==> src/rtl/periph_bus_arbiter_if.sv <==
// ============================================================================
// periph_bus_arbiter_if : two-master / one-slave peripheral bus bundle
// Rev 1.0 - initial release
// ============================================================================
`default_nettype none

interface periph_bus_arbiter_if;
  // master 0 (core memory stage)
  logic        i_m0_req;
  logic        i_m0_we;
  logic [31:0] i_m0_addr;
  logic [31:0] i_m0_wd;
  logic [1:0]  i_m0_mask_type;
  logic        o_m0_ack;
  logic        o_m0_err;
  logic [31:0] o_m0_rd;
  // master 1 (debug / DMA port)
  logic        i_m1_req;
  logic        i_m1_we;
  logic [31:0] i_m1_addr;
  logic [31:0] i_m1_wd;
  logic [1:0]  i_m1_mask_type;
  logic        o_m1_ack;
  logic        o_m1_err;
  logic [31:0] o_m1_rd;
  // downstream peripheral slave
  logic        o_s_addr_access;
  logic        o_s_we;
  logic [31:0] o_s_addr;
  logic [31:0] o_s_wd;
  logic [1:0]  o_s_mask_type;
  logic        i_s_ack;
  logic        i_s_err;
  logic [31:0] i_s_rd;

  // slave: the arbiter's view; master: the surrounding masters and peripheral
  modport slave (
    input  i_m0_req, i_m0_we, i_m0_addr, i_m0_wd, i_m0_mask_type,
    input  i_m1_req, i_m1_we, i_m1_addr, i_m1_wd, i_m1_mask_type,
    input  i_s_ack, i_s_err, i_s_rd,
    output o_m0_ack, o_m0_err, o_m0_rd,
    output o_m1_ack, o_m1_err, o_m1_rd,
    output o_s_addr_access, o_s_we, o_s_addr, o_s_wd, o_s_mask_type
  );

  modport master (
    output i_m0_req, i_m0_we, i_m0_addr, i_m0_wd, i_m0_mask_type,
    output i_m1_req, i_m1_we, i_m1_addr, i_m1_wd, i_m1_mask_type,
    output i_s_ack, i_s_err, i_s_rd,
    input  o_m0_ack, o_m0_err, o_m0_rd,
    input  o_m1_ack, o_m1_err, o_m1_rd,
    input  o_s_addr_access, o_s_we, o_s_addr, o_s_wd, o_s_mask_type
  );
endinterface

`default_nettype wire

==> src/rtl/periph_bus_arbiter.sv <==
// ============================================================================
// periph_bus_arbiter : round-robin two-master arbiter and transaction sequencer
// Rev 1.0 - initial release
// ============================================================================
`default_nettype none

module periph_bus_arbiter #(
  parameter int TIMEOUT = 15
) (
  input  logic                 i_clk,
  input  logic                 i_rst,
  periph_bus_arbiter_if.slave  bus
);

  localparam int            CW        = $clog2(TIMEOUT + 1);
  localparam logic [CW-1:0] C_TIMEOUT = CW'(TIMEOUT);

  typedef enum logic [1:0] {
    IDLE  = 2'd0,
    ISSUE = 2'd1,
    WAIT  = 2'd2,
    RESP  = 2'd3
  } state_t;

  state_t        state, state_nx;
  logic          grant, grant_nx;
  logic          last_served;
  logic [CW-1:0] cnt, cnt_nx;
  logic          resp_err, resp_err_nx;
  logic [31:0]   resp_rd, resp_rd_nx;
  logic          s_we;
  logic [31:0]   s_addr, s_wd;
  logic [1:0]    s_mask;
  logic          latch;
  logic          pick;
  logic [1:0]    pick_mask;

  always_comb begin
    pick      = (bus.i_m0_req && bus.i_m1_req) ? ~last_served : bus.i_m1_req;
    pick_mask = pick ? bus.i_m1_mask_type : bus.i_m0_mask_type;

    state_nx    = state;
    grant_nx    = grant;
    cnt_nx      = cnt;
    resp_err_nx = resp_err;
    resp_rd_nx  = resp_rd;
    latch       = 1'b0;

    case (state)
      IDLE: begin
        if (bus.i_m0_req || bus.i_m1_req) begin
          latch    = 1'b1;
          grant_nx = pick;
          // Invalid mask is answered locally; the slave never sees it.
          if (pick_mask == 2'b11) begin
            state_nx    = RESP;
            resp_err_nx = 1'b1;
            resp_rd_nx  = 32'd0;
          end else begin
            state_nx = ISSUE;
          end
        end
      end
      ISSUE: begin
        cnt_nx   = '0;
        state_nx = WAIT;
      end
      WAIT: begin
        if (bus.i_s_ack) begin
          resp_err_nx = bus.i_s_err;
          resp_rd_nx  = bus.i_s_rd;
          state_nx    = RESP;
        end else if (cnt == C_TIMEOUT) begin
          resp_err_nx = 1'b1;
          resp_rd_nx  = 32'd0;
          state_nx    = RESP;
        end else begin
          cnt_nx = cnt + 1'b1;
        end
      end
      RESP:    state_nx = IDLE;
      default: state_nx = IDLE;
    endcase
  end

  always_ff @(posedge i_clk or negedge i_rst) begin
    if (!i_rst) begin
      state <= IDLE;
    end else begin
      state <= state_nx;
    end
  end

  // last_served resets to 1 so master 0 wins the first tie.
  always_ff @(posedge i_clk or negedge i_rst) begin
    if (!i_rst) begin
      grant       <= 1'b0;
      last_served <= 1'b1;
      cnt         <= '0;
      resp_err    <= 1'b0;
      resp_rd     <= 32'd0;
      s_we        <= 1'b0;
      s_addr      <= 32'd0;
      s_wd        <= 32'd0;
      s_mask      <= 2'b00;
    end else begin
      grant    <= grant_nx;
      cnt      <= cnt_nx;
      resp_err <= resp_err_nx;
      resp_rd  <= resp_rd_nx;
      if (state != RESP && state_nx == RESP) begin
        last_served <= grant_nx;
      end
      if (latch) begin
        s_we   <= pick ? bus.i_m1_we        : bus.i_m0_we;
        s_addr <= pick ? bus.i_m1_addr      : bus.i_m0_addr;
        s_wd   <= pick ? bus.i_m1_wd        : bus.i_m0_wd;
        s_mask <= pick_mask;
      end
    end
  end

  assign bus.o_s_addr_access = (state == ISSUE);
  assign bus.o_s_we          = s_we;
  assign bus.o_s_addr        = s_addr;
  assign bus.o_s_wd          = s_wd;
  assign bus.o_s_mask_type   = s_mask;

  assign bus.o_m0_ack = (state == RESP) && !grant;
  assign bus.o_m1_ack = (state == RESP) &&  grant;
  assign bus.o_m0_err = bus.o_m0_ack && resp_err;
  assign bus.o_m1_err = bus.o_m1_ack && resp_err;
  assign bus.o_m0_rd  = bus.o_m0_ack ? resp_rd : 32'd0;
  assign bus.o_m1_rd  = bus.o_m1_ack ? resp_rd : 32'd0;

endmodule

`default_nettype wire

==> src/flat_wrapper.sv <==
// flat-port wrapper written by rule: the top's interface ports become plain ports
module periph_bus_arbiter_flat 
#(
  parameter int TIMEOUT = 15
)
  (i_clk, i_rst, bus_i_m0_req, bus_i_m0_we, bus_i_m0_addr, bus_i_m0_wd, bus_i_m0_mask_type, bus_i_m1_req, bus_i_m1_we, bus_i_m1_addr, bus_i_m1_wd, bus_i_m1_mask_type, bus_i_s_ack, bus_i_s_err, bus_i_s_rd, bus_o_m0_ack, bus_o_m0_err, bus_o_m0_rd, bus_o_m1_ack, bus_o_m1_err, bus_o_m1_rd, bus_o_s_addr_access, bus_o_s_we, bus_o_s_addr, bus_o_s_wd, bus_o_s_mask_type);
  periph_bus_arbiter_if bus_i ();
  input  logic i_clk;
  input  logic i_rst;
  input wire logic [$bits(bus_i.i_m0_req)-1:0] bus_i_m0_req;
  input wire logic [$bits(bus_i.i_m0_we)-1:0] bus_i_m0_we;
  input wire logic [$bits(bus_i.i_m0_addr)-1:0] bus_i_m0_addr;
  input wire logic [$bits(bus_i.i_m0_wd)-1:0] bus_i_m0_wd;
  input wire logic [$bits(bus_i.i_m0_mask_type)-1:0] bus_i_m0_mask_type;
  input wire logic [$bits(bus_i.i_m1_req)-1:0] bus_i_m1_req;
  input wire logic [$bits(bus_i.i_m1_we)-1:0] bus_i_m1_we;
  input wire logic [$bits(bus_i.i_m1_addr)-1:0] bus_i_m1_addr;
  input wire logic [$bits(bus_i.i_m1_wd)-1:0] bus_i_m1_wd;
  input wire logic [$bits(bus_i.i_m1_mask_type)-1:0] bus_i_m1_mask_type;
  input wire logic [$bits(bus_i.i_s_ack)-1:0] bus_i_s_ack;
  input wire logic [$bits(bus_i.i_s_err)-1:0] bus_i_s_err;
  input wire logic [$bits(bus_i.i_s_rd)-1:0] bus_i_s_rd;
  output wire logic [$bits(bus_i.o_m0_ack)-1:0] bus_o_m0_ack;
  output wire logic [$bits(bus_i.o_m0_err)-1:0] bus_o_m0_err;
  output wire logic [$bits(bus_i.o_m0_rd)-1:0] bus_o_m0_rd;
  output wire logic [$bits(bus_i.o_m1_ack)-1:0] bus_o_m1_ack;
  output wire logic [$bits(bus_i.o_m1_err)-1:0] bus_o_m1_err;
  output wire logic [$bits(bus_i.o_m1_rd)-1:0] bus_o_m1_rd;
  output wire logic [$bits(bus_i.o_s_addr_access)-1:0] bus_o_s_addr_access;
  output wire logic [$bits(bus_i.o_s_we)-1:0] bus_o_s_we;
  output wire logic [$bits(bus_i.o_s_addr)-1:0] bus_o_s_addr;
  output wire logic [$bits(bus_i.o_s_wd)-1:0] bus_o_s_wd;
  output wire logic [$bits(bus_i.o_s_mask_type)-1:0] bus_o_s_mask_type;
  assign bus_i.i_m0_req = bus_i_m0_req;
  assign bus_i.i_m0_we = bus_i_m0_we;
  assign bus_i.i_m0_addr = bus_i_m0_addr;
  assign bus_i.i_m0_wd = bus_i_m0_wd;
  assign bus_i.i_m0_mask_type = bus_i_m0_mask_type;
  assign bus_i.i_m1_req = bus_i_m1_req;
  assign bus_i.i_m1_we = bus_i_m1_we;
  assign bus_i.i_m1_addr = bus_i_m1_addr;
  assign bus_i.i_m1_wd = bus_i_m1_wd;
  assign bus_i.i_m1_mask_type = bus_i_m1_mask_type;
  assign bus_i.i_s_ack = bus_i_s_ack;
  assign bus_i.i_s_err = bus_i_s_err;
  assign bus_i.i_s_rd = bus_i_s_rd;
  assign bus_o_m0_ack = bus_i.o_m0_ack;
  assign bus_o_m0_err = bus_i.o_m0_err;
  assign bus_o_m0_rd = bus_i.o_m0_rd;
  assign bus_o_m1_ack = bus_i.o_m1_ack;
  assign bus_o_m1_err = bus_i.o_m1_err;
  assign bus_o_m1_rd = bus_i.o_m1_rd;
  assign bus_o_s_addr_access = bus_i.o_s_addr_access;
  assign bus_o_s_we = bus_i.o_s_we;
  assign bus_o_s_addr = bus_i.o_s_addr;
  assign bus_o_s_wd = bus_i.o_s_wd;
  assign bus_o_s_mask_type = bus_i.o_s_mask_type;
  periph_bus_arbiter #(.TIMEOUT(TIMEOUT)) u_core (.i_clk(i_clk), .i_rst(i_rst), .bus(bus_i));
endmodule
==> config.mk <==
export PLATFORM = sky130hd
export DESIGN_NAME = periph_bus_arbiter_flat
export DESIGN_NICKNAME = d
export VERILOG_FILES = /design/src/rtl/periph_bus_arbiter_if.sv /design/src/rtl/periph_bus_arbiter.sv /design/src/flat_wrapper.sv
export SDC_FILE = /design/constraint.sdc
export NUM_CORES = 1
export LEC_CHECK = 0
export CAP_MARGIN = 15
export CORE_ASPECT_RATIO = 0.7
export CORE_MARGIN = 2
export CORE_UTILIZATION = 39
export DETAILED_ROUTE_END_ITERATION = 10
export PLACE_DENSITY = 0.81
export SYNTH_ARGS = -nofsm -noshare
export SYNTH_HDL_FRONTEND = slang
export SYNTH_SLANG_ARGS = --single-unit
==> constraint.sdc <==
create_clock -name i_clk -period 2.3 [get_ports i_clk]
set_input_delay 0.345 -clock i_clk [delete_from_list [all_inputs] [get_ports i_clk]]
set_output_delay 0.345 -clock i_clk [all_outputs]
set_load 0.02 [all_outputs]
### Yosys cells after proc, flatten, opt, wreduce, memory -nomap -nowiden

Index checks and enable logic that the tools add are counted.

* register bits: 108
* input bits: 172
* output and inout bits: 136
* word-level logic and storage cells: 66

* $add $sub $neg: 1
* eq/ne operators: 12
* multiplexer cells: 29
* bitwise gates (word level): 1
* reductions and logical operators: 13

Operators with widths (number)
* $mux 32: 8
* $pmux 32 s2: 1
* $mux 1: 10
* $mux 2: 5
* $eq 2x2->1 const B: 4
* $mux 4: 2
* $pmux 2 s4: 1
* $pmux 4 s2: 1
* $logic_and 1x1->1: 6
* $ne 2x2->1 const B: 3
* $add 4x1->4 const B: 1
* $eq 4x4->1 const B: 1
* $ne 2x1->1 const B: 2
* $reduce_and 4->1: 1
* $reduce_bool 2->1: 2
* $ne 3x2->1 const B: 1
* $reduce_and 3->1: 1
* $eq 2x1->1 const B: 1
* $logic_not 2->1: 1
* $pmux 1 s2: 1
* $logic_not 1->1: 1
* $logic_or 1x1->1: 1
* $not 1->1: 1

### Logic depth before layout (Yosys ltp)

Gate-level depths: netlist of the first run.

* depth in word-level cells: 9
* depth in mapped cells: 8

### Least setup slack after synthesis of the first run

Ideal clock, no wire load.

* kind: register to register
* start: reg u_core.cnt[0]
* end: reg u_core.resp_err
* setup time: 128 ps
* data arrival time: 1835 ps
* path slack: 337 ps
* cell stages (with the launch flop): 9
* cells stage by stage: dfrtp_1 ha_1 a31oi_1 nand2_1 o21ai_0 a21o_1 buf_2 buf_2 mux2_1

* cells in the longest elaborated chain, start to end: 3

Ends and longest elaborated chain
* start, declared: line periph_bus_arbiter.sv:28 `logic [CW-1:0] cnt, cnt_nx;`
* start signal, assigned: line periph_bus_arbiter.sv:108 `cnt <= cnt_nx;`
* $eq 4x4->1: line periph_bus_arbiter.sv:73 `end else if (cnt == C_TIMEOUT) begin`
* $ne 3x2->1 (no source line)
* $reduce_and 4->1 (no source line)
* end signal, assigned: line periph_bus_arbiter.sv:109 `resp_err <= resp_err_nx;`
* end, declared: line periph_bus_arbiter.sv:29 `logic resp_err, resp_err_nx;`

No other way between the ends.
A chain may end at the register's enable or synchronous reset.

### Worst setup path in the final report of the first run

* start: reg u_core.state[0]
* end: out bus_o_m0_rd[17]

* cells in the longest elaborated chain, start to end: 3

Ends and longest elaborated chain
* start, declared: line periph_bus_arbiter.sv:25 `state_t state, state_nx;`
* start signal, assigned: line periph_bus_arbiter.sv:90 `state <= state_nx;`
* $eq 2x2->1: line periph_bus_arbiter.sv:129 `assign bus.o_m0_ack = (state == RESP) && !grant;`
* $logic_and 1x1->1: line periph_bus_arbiter.sv:129
* $mux 32: line periph_bus_arbiter.sv:133 `assign bus.o_m0_rd = bus.o_m0_ack ? resp_rd : 32'd0;`
* end, declared: line flat_wrapper.sv:25 `output wire logic [$bits(bus_i.o_m0_rd)-1:0] bus_o_m0_rd;`

No other way between the ends.

==> flow_metrics.env, run 1 <==
export IMPL_run_status="finished, final reports clean"
export IMPL_synth_net_count=710
export IMPL_min_period_over_period_pct=96.1
export IMPL_worstPathMaxFanout=34
export IMPL_max_cap_violations=0
export IMPL_place_detailed_hpwl_mm=13.3
export IMPL_clkLatencyLatePin_ns=0.34
export IMPL_buffers_inserted_during_post_cts_setup_optimization=0
export IMPL_cts_buffer_depth=2
export IMPL_timing_hold_worst_start="u_core.bus.o_s_wd[5]"
export IMPL_synth_enable_flop_cells=0
export IMPL_totalNegativeSetupSlack_ns=0
export IMPL_place_gp_congestion=0.848
export IMPL_crit_path_cell_trace="ha_1, nor2b_2, buf_12, and2_1, clkdlybuf4s15_1"
export IMPL_num_io_pins=308
export IMPL_antenna_cells=0
export IMPL_critical_path_max_stage_delay_ns=0.43
export IMPL_core_area_sq_mm=0.0138
export IMPL_buffer_type_at_the_clock_tree_root="clkbuf_16"
export IMPL_worst_path_buffer_plus_inverter_count=2
export IMPL_worst_setup_path_startpoint="u_core.state[0]"
export IMPL_maximum_number_of_pins_on_one_net_before_global_route_repair=83
export IMPL_ys_seq_elements=108
export IMPL_signal_arrival_time_at_the_worst_endpoint_ns=1.87
export IMPL_power_leakage_nw=4.49
export IMPL_final_cell_area_sq_mm=0.00907
export IMPL_route_detailed_vias_per_inst=4.95
export IMPL_syn_mean_instance_area_sq_um=10.3
export IMPL_floorplan_die_width_microns=145
export IMPL_layout_min_cycle_time_ns=2.21
export IMPL_peakVddDrop_uv=621
export IMPL_drt_first_iter_violations=175
export IMPL_grtUsageTotal_pct=22.2
export IMPL_yosys_area_top_type_share_pct=49.0
export IMPL_grt_pass1_vias=5041
export IMPL_layout_area_overhead_vs_synth_pct=66.0
export IMPL_dpl_cell_area_sq_mm=0.00881
export IMPL_detailedRoute_firstPassIterationCount=4
export IMPL_cts_num_sinks=108
export IMPL_worst_pin_slew_ns=0.511
export IMPL_yosys_area_top_type="dfrtp_1"
export IMPL_critical_path_slowest_stage_cell="dfrtp_1"
export IMPL_drc_errors=0
export IMPL_floorplan_die_area_sq_mm=0.0150
export IMPL_power_density_mw_per_mm2=1120
export IMPL_num_vias=5052
export IMPL_floorplan_initialDensity_pct=39.7
export IMPL_postSynth_topFlopCell="dfrtp_1"
export IMPL_finClkSkew_ns=0.00988
export IMPL_synth_cells=532
export IMPL_drv_slew=0
export IMPL_drive_gt1_share_pct=5.17
export IMPL_synth_seq_area_share_pct=49.5
export IMPL_antenna_found_initial=0
export IMPL_path_clk_slew_ns=0.08
export IMPL_design_final_nets=1004
export IMPL_async_reset_ff_share_pct=100
export IMPL_overflow=0
export IMPL_cp_data_required_time_ns=1.96
export IMPL_cts_tree="done"
export IMPL_synth_cell_type_count=31
export IMPL_crit_reg2reg_launch="u_core.cnt[0]"
export IMPL_drt_antenna_violating_nets=0
export IMPL_yosysWarningCount=0
export IMPL_routed_wire_length_per_instance_microns=16.8
export IMPL_max_freq_ghz=0.452
export IMPL_cell_family_with_most_cp_delay="buffers and inverters"
export IMPL_type_of_the_worst_setup_path="reg -> out"
export IMPL_grt_pass1_wl_mm=26.6
export IMPL_post_synth_instance_area_sq_mm=0.00547
export IMPL_row_count=36
export IMPL_worst_setup_path_end_kind="output port"
export IMPL_fin_worst_hold_slack_ns=0.480
export IMPL_synth_top_cells_by_area="dfrtp_1 49%, mux2i_1 12%, and3_1 7.4%"
export IMPL_numPortBuffers=307
export IMPL_floorplan_die_height_microns=103
export IMPL_final_hold_violation_count=0
export IMPL_wl_mm=17.1
export IMPL_cts_htree_levels=3
export IMPL_path_type_of_the_worst_min_delay_path="reg -> reg"
export IMPL_setup_violations=0
export IMPL_cts_made_buffers=9
export IMPL_critPathLaunchType="flop"
export IMPL_slew_headroom_pct=65.9
what timing repair did:
item                                    4_1_cts  5_1_grt
cloned                                        0        0
endpoints found under the setup margin       68       33
gates resized for setup                      70       21
hold buffers                                  1        0
hold endpoints to repair                     35        0
registers in the layout, indices dropped and copies added (netlist names):
| register | count |
|---|---|
| u_core.cnt | 4 |
| u_core.bus.o_s_mask_type | 2 |
| u_core.bus.o_s_wd | 32 |
| u_core.resp_rd | 32 |
| u_core.last_served | 1 |
| u_core.state | 2 |
| u_core.resp_err | 1 |
| u_core.bus.o_s_addr | 32 |
| u_core.grant | 1 |
| u_core.bus.o_s_we | 1 |
cell type report:
class	instances	area, sq um
fillers	1106	4710
repair buffers	325	3210
flip-flops and latches	108	2700
multi-input cells	376	2580
well taps	190	238
clock buffers	10	229
clock inverters	6	81.3
inverters	6	22.5
cell usage in the layout, fill, tap and decap left out, types with 2 or more instances in the layout:
master / instances
and3_1: 65
clkdlybuf4s15_1: 18
mux2_1: 31
clkdlybuf4s50_1: 238
inv_1: 6
a22o_1: 2
nand3_1: 2
dlygate4sd2_1: 49
inv_6: 2
a31oi_1: 4
and2_1: 34
nand2_1: 72
nor2_1: 4
o21ai_0: 71
clkbuf_16: 9
clkinv_4: 2
mux2_2: 5
ha_1: 6
buf_4: 12
buf_12: 5
mux2i_1: 67
dfrtp_1: 107
stage by stage:
| step | setup slack [ns] | power [mW] | utilization [%] | std cells |
|---|---|---|---|---|
| floorplan | 0.337 | 6.16 | - | 532 |
| detailed placement | -0.101 | 8.68 | 63.9 | 1004 |
| CTS | 0.00117 | 10.2 | 65.6 | 1021 |
| global route | -0.000986 | 10.8 | 65.8 | 1021 |
| finish | 0.0896 | 10.2 | 65.8 | 1021 |
| global placement | -0.0429 | 8.44 | 63.9 | 1004 |
power breakdown:
group / switching (mW) / total (mW) / leakage, nW / internal [mW]
logic: 2.75 / 5.14 / 2.96 / 2.39
clock network: 0.732 / 1.60 / 0.150 / 0.867
registers: 0.589 / 3.41 / 1.38 / 2.82
synth_stat cells (3+ instances only):
| master | number |
|---|---|
| clkbuf_1 | 30 |
| nor2_1 | 4 |
| inv_1 | 6 |
| a31oi_1 | 4 |
| ha_1 | 6 |
| mux2_1 | 31 |
| nand2_1 | 72 |
| mux2_2 | 5 |
| buf_2 | 9 |
| buf_1 | 3 |
| and3_1 | 65 |
| mux2i_1 | 67 |
| o21ai_0 | 71 |
| dfrtp_1 | 107 |
| and2_1 | 34 |
per-layer routing:
layer | part of all wire, % | up-vias | global-route usage (%)
li1 | - | 2431 | -
met1 | 42 | 2440 | 27.0
met2 | 51 | 163 | 40.1
met3 | 5.4 | 18 | 5.27
met4 | 1.5 | 0 | 6.33
met5 | 0 | - | 0
path summary, 6_finish.rpt:
path | to | slack (ns) | cells past startpoint
min | u_core.bus.o_s_wd[5] | 0.48 | 2
min reg2reg | u_core.bus.o_s_wd[5] | 0.48 | 2
max in group asynchronous | u_core.bus.o_s_addr[15] | 1.09 | 3
min in group asynchronous | u_core.bus.o_s_wd[25] | 0.50 | 2
max | bus_o_m0_rd[17] | 0.09 | 5
max reg2reg | u_core.resp_rd[29] | 0.27 | 7
cells by family after synthesis:
group	Yosys count	synth area share, %
fa+ha+maj	6	1.37
mux	103	19.7
compound gates	86	8.75
flops	108	49.5
buf+inv	48	3.50
simple gates	181	17.2
worst reg2reg max path, cell delays in order, from the launching register on:
cell     delay (ns)
dfrtp_1        0.42
ha_1           0.26
a31oi_1        0.30
nand2_1        0.10
o21ai_0        0.10
a21o_1         0.16
buf_12         0.22
mux2_2         0.37
No activity file was read; power rests on OpenSTA's default activity.
==> run 2, diff against run 1 <==
--- a/config.mk
+++ b/config.mk
@@ -8,5 +8,4 @@
 export CAP_MARGIN = 15
 export CORE_ASPECT_RATIO = 0.7
-export CORE_MARGIN = 2
 export CORE_UTILIZATION = 39
 export DETAILED_ROUTE_END_ITERATION = 10
==> constraint.sdc (replaced) <==
create_clock -name i_clk -period 2.3 [get_ports i_clk]
set_input_delay 0.23 -clock i_clk [delete_from_list [all_inputs] [get_ports i_clk]]
set_output_delay 0.23 -clock i_clk [all_outputs]
set_load 0.02 [all_outputs]
==> flow_metrics.env, run 2 (synthesized netlist as in run 1, its figures left out) <==
export IMPL_place_gp_congestion=0.800
export IMPL_worst_setup_path_end_kind="output port"
export IMPL_finalNonFillerCells=1015
export IMPL_row_count=35
export IMPL_cts_made_buffers=9
export IMPL_wl_mm=17.0
export IMPL_drt_first_iter_violations=155
export IMPL_worstPathMaxFanout=35
export IMPL_layout_min_cycle_time_ns=2.23
export IMPL_grt_pass1_vias=4976
export IMPL_total_power_mw=10.2
export IMPL_overflow=0
export IMPL_antenna_found_initial=0
export IMPL_grt_pass1_wl_mm=25.7
export IMPL_slew_headroom_pct=63.5
export IMPL_routed_wire_length_per_instance_microns=16.7
export IMPL_fillerInstances=1054
export IMPL_max_freq_ghz=0.448
export IMPL_power_density_mw_per_mm2=1110
export IMPL_drv_slew=0
export IMPL_peakVddDrop_uv=735
export IMPL_critical_path_slowest_stage_cell="clkdlybuf4s50_1"
export IMPL_fin_worst_hold_slack_ns=0.370
export IMPL_final_cell_area_sq_mm=0.00917
export IMPL_finClkSkew_ns=0.00776
export IMPL_route_detailed_vias_per_inst=4.92
export IMPL_design_final_nets=1003
export IMPL_min_period_over_period_pct=97.1
export IMPL_drt_antenna_violating_nets=0
export IMPL_numPortBuffers=307
export IMPL_drive_gt1_share_pct=5.06
export IMPL_drc_errors=0
export IMPL_place_detailed_hpwl_mm=13.0
export IMPL_num_io_pins=308
export IMPL_signal_arrival_time_at_the_worst_endpoint_ns=2.00
export IMPL_power_leakage_nw=5.00
export IMPL_antenna_cells=0
export IMPL_routed_top_layer="met4"
export IMPL_dpl_cell_area_sq_mm=0.00879
export IMPL_buffer_type_at_the_clock_tree_root="clkbuf_16"
export IMPL_most_common_layout_cells="240 x clkdlybuf4s50_1, 107 x dfrtp_1, 72 x nand2_1"
export IMPL_place_inst=998
export IMPL_cts_num_sinks=108
export IMPL_max_cap_violations=0
export IMPL_num_vias=4993
export IMPL_floorplan_die_width_microns=143
export IMPL_cp_data_required_time_ns=2.07
export IMPL_floorplan_die_area_sq_mm=0.0145
export IMPL_layout_area_overhead_vs_synth_pct=67.9
export IMPL_met2_wirelength_mm=8.71
export IMPL_cts_buffer_depth=2
export IMPL_crit_path_cell_trace="ha_1, buf_8, and3_1, clkdlybuf4s50_1"
export IMPL_cts_htree_levels=3
export IMPL_path_type_of_the_worst_min_delay_path="in -> async"
export IMPL_path_clk_slew_ns=0.07
export IMPL_postLayoutCoreUtil_pct=68.5
export IMPL_wirelength_met1_mm=6.87
export IMPL_layout_commonest_cell="clkdlybuf4s50_1"
export IMPL_maximum_number_of_pins_on_one_net_before_global_route_repair=105
export IMPL_floorplan_die_height_microns=101
export IMPL_final_hold_violation_count=0
export IMPL_core_area_sq_mm=0.0134
export IMPL_type_of_the_worst_setup_path="reg -> out"
export IMPL_grtUsageTotal_pct=23.1
export IMPL_critPathLaunchType="flop"
export IMPL_critical_path_max_stage_delay_ns=0.59
export IMPL_clkLatencyLatePin_ns=0.34
export IMPL_cts_tree="done"
export IMPL_run_status="finished, final reports clean"
export IMPL_detailedRoute_firstPassIterationCount=4
export IMPL_detailroute_wirelength_met3_mm=1.11
export IMPL_worst_pin_slew_ns=0.548
export IMPL_floorplan_initialDensity_pct=40.8
export IMPL_setup_violations=0
## run 2: changes by cell type in the layout (fill, tap and decap cells not counted)
cell	previous run	this run
buf_4	12	11
clkbuf_1	1	0
clkbuf_2	1	0
clkbuf_8	0	2
clkdlybuf4s15_1	18	0
clkdlybuf4s50_1	238	240
clkinv_8	1	0
dlygate4sd2_1	49	33
dlymetal6s2s_1	0	33
inv_6	2	1
inv_8	0	1
## run 2: worst max-delay path: cells and delay by family, from the launching register on
| family | cells | cell delay (ns) |
|---|---|---|
| buf+inv | 2 | 0.81 |
| flops | 1 | 0.42 |
| fa+ha+maj | 1 | 0.24 |
| simple gates | 1 | 0.18 |
## run 2: worst paths after layout
| check | from | to | slack, ns | cells past startpoint |
|---|---|---|---|---|
| max in group asynchronous | i_rst | u_core.bus.o_s_addr[13] | 1.11 | 3 |
| max reg2reg | u_core.last_served | u_core.resp_rd[29] | 0.34 | 7 |
| max | u_core.state[0] | bus_o_m1_rd[13] | 0.07 | 4 |
| min reg2reg | u_core.bus.o_s_addr[13] | u_core.bus.o_s_addr[13] | 0.48 | 2 |
| min in group i_clk | u_core.bus.o_s_addr[13] | u_core.bus.o_s_addr[13] | 0.48 | 2 |
| min | i_rst | u_core.bus.o_s_wd[28] | 0.37 | 2 |
## run 2: layout make-up
| cell class | count | area (sq um) | share of cell area [%] |
|---|---|---|---|
| Clock inverter | 5 | 67.6 | 0.736 |
| Clock buffer | 11 | 253 | 2.76 |
| Timing Repair Buffer | 324 | 3310 | 36.1 |
| Multi-Input combinational cell | 376 | 2580 | 28.2 |
| Sequential cell | 108 | 2700 | 29.5 |
| Inverter | 6 | 22.5 | 0.245 |
| Tap cell | 185 | 231 | 2.52 |
## run 2: metrics by stage
step           TNS (ns)  worst slack (ns)
5_1_grt        -0.00109          -0.00109
2_1_floorplan         0             0.337
6_report              0            0.0672
3_3_place_gp          0             0.117
4_1_cts               0           0.00960
3_5_place_dp          0            0.0446
## run 2: layer usage
metal | vias up | global-route usage, %
li1 | 2430 | -
met4 | 0 | 7.20
met1 | 2381 | 26.6
met5 | - | 0
met2 | 162 | 42.3
met3 | 20 | 5.46
## run 2: where the power goes
part | internal [mW] | switching [mW]
clock | 0.920 | 0.702
sequential | 2.82 | 0.607
combinational | 2.41 | 2.76
## run 2: repair_timing
action / in CTS / in global routing
pin swaps: 0 / 0
hold buffers: 1 / 0
endpoints found under the hold margin: 25 / 0
setup buffers: 0 / 0
endpoints found under the setup margin: 42 / 34
resized for setup: 35 / 34
==> run 3, diff against run 2 <==
- MAX_ROUTING_LAYER: unset -> met4
==> flow_metrics.env, run 3 (synthesized netlist as in run 1, its figures left out) <==
export IMPL_num_io_pins=308
export IMPL_r2r_end="u_core.resp_rd[29]"
export IMPL_maximum_number_of_pins_on_one_net_before_global_route_repair=105
export IMPL_grt_pass1_wl_mm=25.6
export IMPL_worst_path_buffer_plus_inverter_count=2
export IMPL_routed_wire_length_per_instance_microns=16.7
export IMPL_design_final_nets=1003
export IMPL_path_clk_slew_ns=0.07
export IMPL_max_cap_violations=0
export IMPL_floorplan_initialDensity_pct=40.8
export IMPL_regToRegSetupSlack_ns=0.34
export IMPL_path_type_of_the_worst_min_delay_path="in -> async"
export IMPL_type_of_the_worst_setup_path="reg -> out"
export IMPL_critical_path_endpoint="bus_o_m1_rd[13]"
export IMPL_crit_path_cell_trace="ha_1, buf_8, and3_1, clkdlybuf4s50_1"
export IMPL_critical_path_max_stage_delay_ns=0.59
export IMPL_floorplan_die_height_microns=101
export IMPL_cts_htree_levels=3
export IMPL_fin_worst_hold_slack_ns=0.369
export IMPL_final_cell_area_sq_mm=0.00917
export IMPL_cts_num_sinks=108
export IMPL_min_period_over_period_pct=96.9
export IMPL_drc_errors=0
export IMPL_clkLatencyLatePin_ns=0.34
export IMPL_max_freq_ghz=0.448
export IMPL_worst_setup_path_end_kind="output port"
export IMPL_floorplan_die_width_microns=143
export IMPL_place_inst=998
export IMPL_grt_pass1_vias=4987
export IMPL_core_area_sq_mm=0.0134
export IMPL_drive_gt1_share_pct=5.06
export IMPL_worstRegToRegCells=7
export IMPL_fillerInstances=1054
export IMPL_setup_violations=0
export IMPL_pre_cts_slack_ns=0.0446
export IMPL_cts_tree="done"
export IMPL_worst_setup_margin_ns=0.0702
export IMPL_critPathLaunchType="flop"
export IMPL_drt_first_iter_violations=173
export IMPL_power_density_mw_per_mm2=1110
export IMPL_layout_area_overhead_vs_synth_pct=67.9
export IMPL_cts_made_buffers=9
export IMPL_signal_arrival_time_at_the_worst_endpoint_ns=2.00
export IMPL_worst_setup_path_startpoint="u_core.state[0]"
export IMPL_power_leakage_nw=5.00
export IMPL_multi_input_comb_area_sq_mm=0.00258
export IMPL_postLayoutCoreUtil_pct=68.5
export IMPL_cts_buffer_depth=2
export IMPL_wl_mm=17.0
export IMPL_peakVddDrop_uv=734
export IMPL_buffer_type_at_the_clock_tree_root="clkbuf_16"
export IMPL_final_hold_violation_count=0
export IMPL_most_common_layout_cells="240 x clkdlybuf4s50_1, 107 x dfrtp_1, 72 x nand2_1"
export IMPL_place_gp_congestion=0.811
export IMPL_place_detailed_hpwl_mm=13.0
export IMPL_number_of_stages_on_the_worst_setup_path=4
export IMPL_antenna_cells=0
export IMPL_row_count=35
export IMPL_buffers_inserted_during_post_cts_setup_optimization=0
export IMPL_crit_reg2reg_launch="u_core.last_served"
export IMPL_drv_slew=0
export IMPL_drt_antenna_violating_nets=0
export IMPL_overflow=0
export IMPL_finClkSkew_ns=0.00769
export IMPL_layout_commonest_cell="clkdlybuf4s50_1"
export IMPL_numPortBuffers=307
export IMPL_layout_min_cycle_time_ns=2.23
export IMPL_antenna_found_initial=0
export IMPL_route_detailed_vias_per_inst=4.92
export IMPL_floorplan_die_area_sq_mm=0.0145
export IMPL_grtUsageTotal_pct=23.8
export IMPL_finalNonFillerCells=1015
export IMPL_total_power_mw=10.2
export IMPL_run_status="finished, final reports clean"
export IMPL_cell_family_with_most_cp_delay="buffers and inverters"
export IMPL_dpl_cell_area_sq_mm=0.00879
export IMPL_worstPathMaxFanout=35
export IMPL_detailedRoute_firstPassIterationCount=6
export IMPL_cp_data_required_time_ns=2.07
export IMPL_slew_headroom_pct=63.8
export IMPL_totalNegativeSetupSlack_ns=0
export IMPL_num_vias=4992
export IMPL_regArea_sq_mm=0.00270
export IMPL_worst_pin_slew_ns=0.543
export IMPL_critical_path_slowest_stage_cell="clkdlybuf4s50_1"
run 3: cell counts in the layout (fill, tap and decap cells not counted):
No cell type changed its count.
run 3: routing by layer:
| layer | track usage [%] | part of all wire [%] | up-vias |
|---|---|---|---|
| met5 | - | 0 | - |
| met4 | 7.20 | 1.7 | 0 |
| met3 | 4.66 | 5.6 | 18 |
| met2 | 42.2 | 52 | 165 |
| met1 | 27.1 | 41 | 2380 |
| li1 | - | - | 2429 |
run 3: worst min path at each step:
stage | endpoint | start | slack, ns | cells past startpoint
finish | u_core.bus.o_s_wd[28] | i_rst | 0.37 | 2
global route | u_core.bus.o_s_wd[25] | i_rst | 0.40 | 2
CTS | u_core.bus.o_s_wd[28] | i_rst | 0.36 | 2
detailed placement | u_core.bus.o_s_wd[28] | i_rst | 0.18 | 1
global placement | u_core.bus.o_s_wd[27] | i_rst | 0.18 | 1
floorplan | u_core.bus.o_s_addr[0] | i_rst | -0.07 | 0
run 3: what timing repair did:
item,in CTS,in global routing
hold endpoints to repair,25,0
resized for setup,35,34
hold buffers,1,0
endpoints found under the setup margin,42,34
run 3: area by class of cell:
| class | count | area share, % |
|---|---|---|
| clock buffer | 11 | 2.76 |
| clock inverter | 5 | 0.736 |
| inverter | 6 | 0.245 |
| multi-input combinational | 376 | 28.2 |
| sequential | 108 | 29.5 |
| tap | 185 | 2.52 |
| timing repair buffer | 324 | 36.1 |
run 3: report_power, final:
part	internal [mW]	switching, mW	leakage, nW
registers	2.82	0.611	1.38
clock network	0.920	0.701	0.158
logic	2.41	2.76	3.47
total	6.15	4.08	5.00
==> RTL change: new RTL, config.mk and constraints of run 3 <==
`TIMEOUT` is set to 15 in 2 places; all go to 30.
--- a/src/rtl/periph_bus_arbiter.sv
+++ b/src/rtl/periph_bus_arbiter.sv
@@ -5,7 +5,7 @@
 `default_nettype none
 
 module periph_bus_arbiter #(
-  parameter int TIMEOUT = 15
+  parameter int TIMEOUT = 30
 ) (
   input  logic                 i_clk,
   input  logic                 i_rst,
--- a/src/flat_wrapper.sv
+++ b/src/flat_wrapper.sv
@@ -1,7 +1,7 @@
 // flat-port wrapper written by rule: the top's interface ports become plain ports
 module periph_bus_arbiter_flat 
 #(
-  parameter int TIMEOUT = 15
+  parameter int TIMEOUT = 30
 )
   (i_clk, i_rst, bus_i_m0_req, bus_i_m0_we, bus_i_m0_addr, bus_i_m0_wd, bus_i_m0_mask_type, bus_i_m1_req, bus_i_m1_we, bus_i_m1_addr, bus_i_m1_wd, bus_i_m1_mask_type, bus_i_s_ack, bus_i_s_err, bus_i_s_rd, bus_o_m0_ack, bus_o_m0_err, bus_o_m0_rd, bus_o_m1_ack, bus_o_m1_err, bus_o_m1_rd, bus_o_s_addr_access, bus_o_s_we, bus_o_s_addr, bus_o_s_wd, bus_o_s_mask_type);
   periph_bus_arbiter_if bus_i ();
Formal check against the unedited RTL: no difference found for any inputs over 10 cycles, from zero or initial values and one cycle with i_rst low; that may be too few to reach the edited logic, so the function may still have changed.
==> RTL change against run 3 <==
  * Non-clock buffer count decreased by 3
  * Power decreased by 5.8%
  * Worst setup slack improved by 0.020 ns
  * Global-route usage increased by 0.25 points
  * Routed wire length decreased by 0.70%
  * Sequential power decreased by 4%
  * Synthesized area decreased by 1.7%
  * Sequential cell count increased by 1
  * Clock skew increased by 0.00063 ns
  * Design area decreased by 2.0%
  * Fmax increased by 0.90%
  * Highest routed layer unchanged
  * Synthesized cell count increased by 8.1%
  * Core utilization decreased by 0.93 points
==> RTL change: results (changes against run 3) <==
setup_path:
  crit_arrival_ns: 1.98  # was 2.00 ns
route:
  num_vias: 5105  # was 4992
  wirelength_um: 16900  # was 17000 µm
  drtIter0Drc: 173  # unchanged
placed_design:
  dpl_worst_slack_ns: 0.117  # was 0.0446 ns
  gp_congestion: 0.806  # was 0.811
  port_buffers: 307  # unchanged
  dp_hpwl_um: 12900  # was 13000 µm
power:
  cellLeakagePower_nw: 4.63  # was 5.00 nW
  vdd_drop_max_mv: 0.721  # was 0.734 mV
  swShare_pct: 41.5  # was 39.9%
logic_synthesis:
  synth_seq_area_share_pct: 50.8  # was 49.5%
  synthTopCellsByCount: "nand2_1 (142), dfrtp_1 (108), o21ai_0 (96), mux2i_1 (70), and2_1 (35)"  # was dfrtp_1 (107), nand2_1 (72), o21ai_0 (71), mux2i_1 (67), and3_1 (65)
  synthTopCellsByArea: "dfrtp_1 (50%), mux2i_1 (13%), nand2_1 (9.9%)"  # was dfrtp_1 (49%), mux2i_1 (12%), and3_1 (7.4%)
  synth_nets: 753  # was 710
  ys_types: 30  # was 31
global_route:
  grt_usage_pct: 24.0  # was 23.8%
  grt_max_degree: 69  # was 105
  grt_pass1_vias: 5202  # was 4987
  antenna_found_initial: 0  # unchanged
  grt_pass1_wl_um: 25800  # was 25600 µm
timing:
  hold-worst-slack_ns: 0.404  # was 0.369 ns
  worstMarginPinSlew_ns: 0.549  # was 0.543 ns
  fin_crit_ns: 2.21  # was 2.23 ns
  fin_worst_skew_ns: 0.00832  # was 0.00769 ns
layout:
  fill_cells: 1122  # was 1054
  fin_nets: 1042  # was 1003
  drive_gt1_share_pct: 4.14  # was 5.06%
clock_tree:
  clk_pin_slew_worst_paths_ns: 0.07  # about the same
  htree_levels: 3  # unchanged
outcome:
  status: "completed"  # unchanged
## RTL change: power groups by stage
stage          Clock (mW)  Sequential (mW)  Combinational (mW)
3_3_place_gp            0             3.27                4.72
3_5_place_dp            0             3.32                4.90
6_report             1.49             3.30                4.85
4_1_cts              1.53             3.30                4.90
5_1_grt              1.60             3.40                5.27
2_1_floorplan           0             3.93                1.96
## RTL change: routing by layer
metal  GRT usage [%]  up-vias  part of all wire, %
met1            28.5     2422                   43
met4            5.05        0                  1.2
met2            42.3      150                   51
li1                -     2516                    -
met5               -        -                    0
met3            4.82       17                  5.2
## RTL change: stage by stage
stage,area [µm²],cells
final,8990,1054
after global routing,8990,1054
after CTS,8910,1054
after detailed placement,8660,1037
after global placement,8660,1037
after floorplan,5370,575
## RTL change: critical path, cell delays in order (launching register included)
cell	delay, ns
dfrtp_1	0.41
ha_1	0.22
buf_8	0.21
and3_1	0.19
clkdlybuf4s50_1	0.61
## RTL change: cells by family (layout without fill, tap and decap cells)
logic type               Yosys count  in the layout  synth area share, %
AND/OR/NAND/NOR                  221            221                 18.9
AO/OA/AOI/OAI                    118            118                 11.5
flip-flops                       109            109                 50.8
multiplexers                      71             71                 13.2
buffers and inverters             50            344                 4.21
adder cells (fa/ha/maj)            6              6                 1.40
## RTL change: final cells by class
| class | count | share of cell area (%) |
|---|---|---|
| timing repair buffer | 321 | 36.3 |
| tap | 185 | 2.57 |
| inverter | 7 | 0.292 |
| multi-input combinational | 416 | 27.3 |
| sequential | 109 | 30.4 |
| clock buffer | 10 | 2.66 |
| clock inverter | 6 | 0.501 |
## RTL change: timing repair
action,4_1_cts,5_1_grt
gates cloned,0,0
setup endpoints to repair,42,34
gates resized for setup,34,30
hold buffers,1,0
hold endpoints to repair,36,0
## RTL change: final timing paths
kind                                              to            startpoint  cells after the start
worst max-delay path                  bus_o_m1_rd[6]       u_core.state[1]                      4
worst min-delay path                 u_core.state[0]                 i_rst                      2
worst max register to register    u_core.last_served       u_core.state[0]                      6
worst min register to register  u_core.bus.o_s_wd[2]  u_core.bus.o_s_wd[2]                      2
max in group asynchronous         u_core.resp_rd[19]                 i_rst                      3
min in group i_clk                u_core.resp_rd[25]        bus_i_s_rd[25]                      3
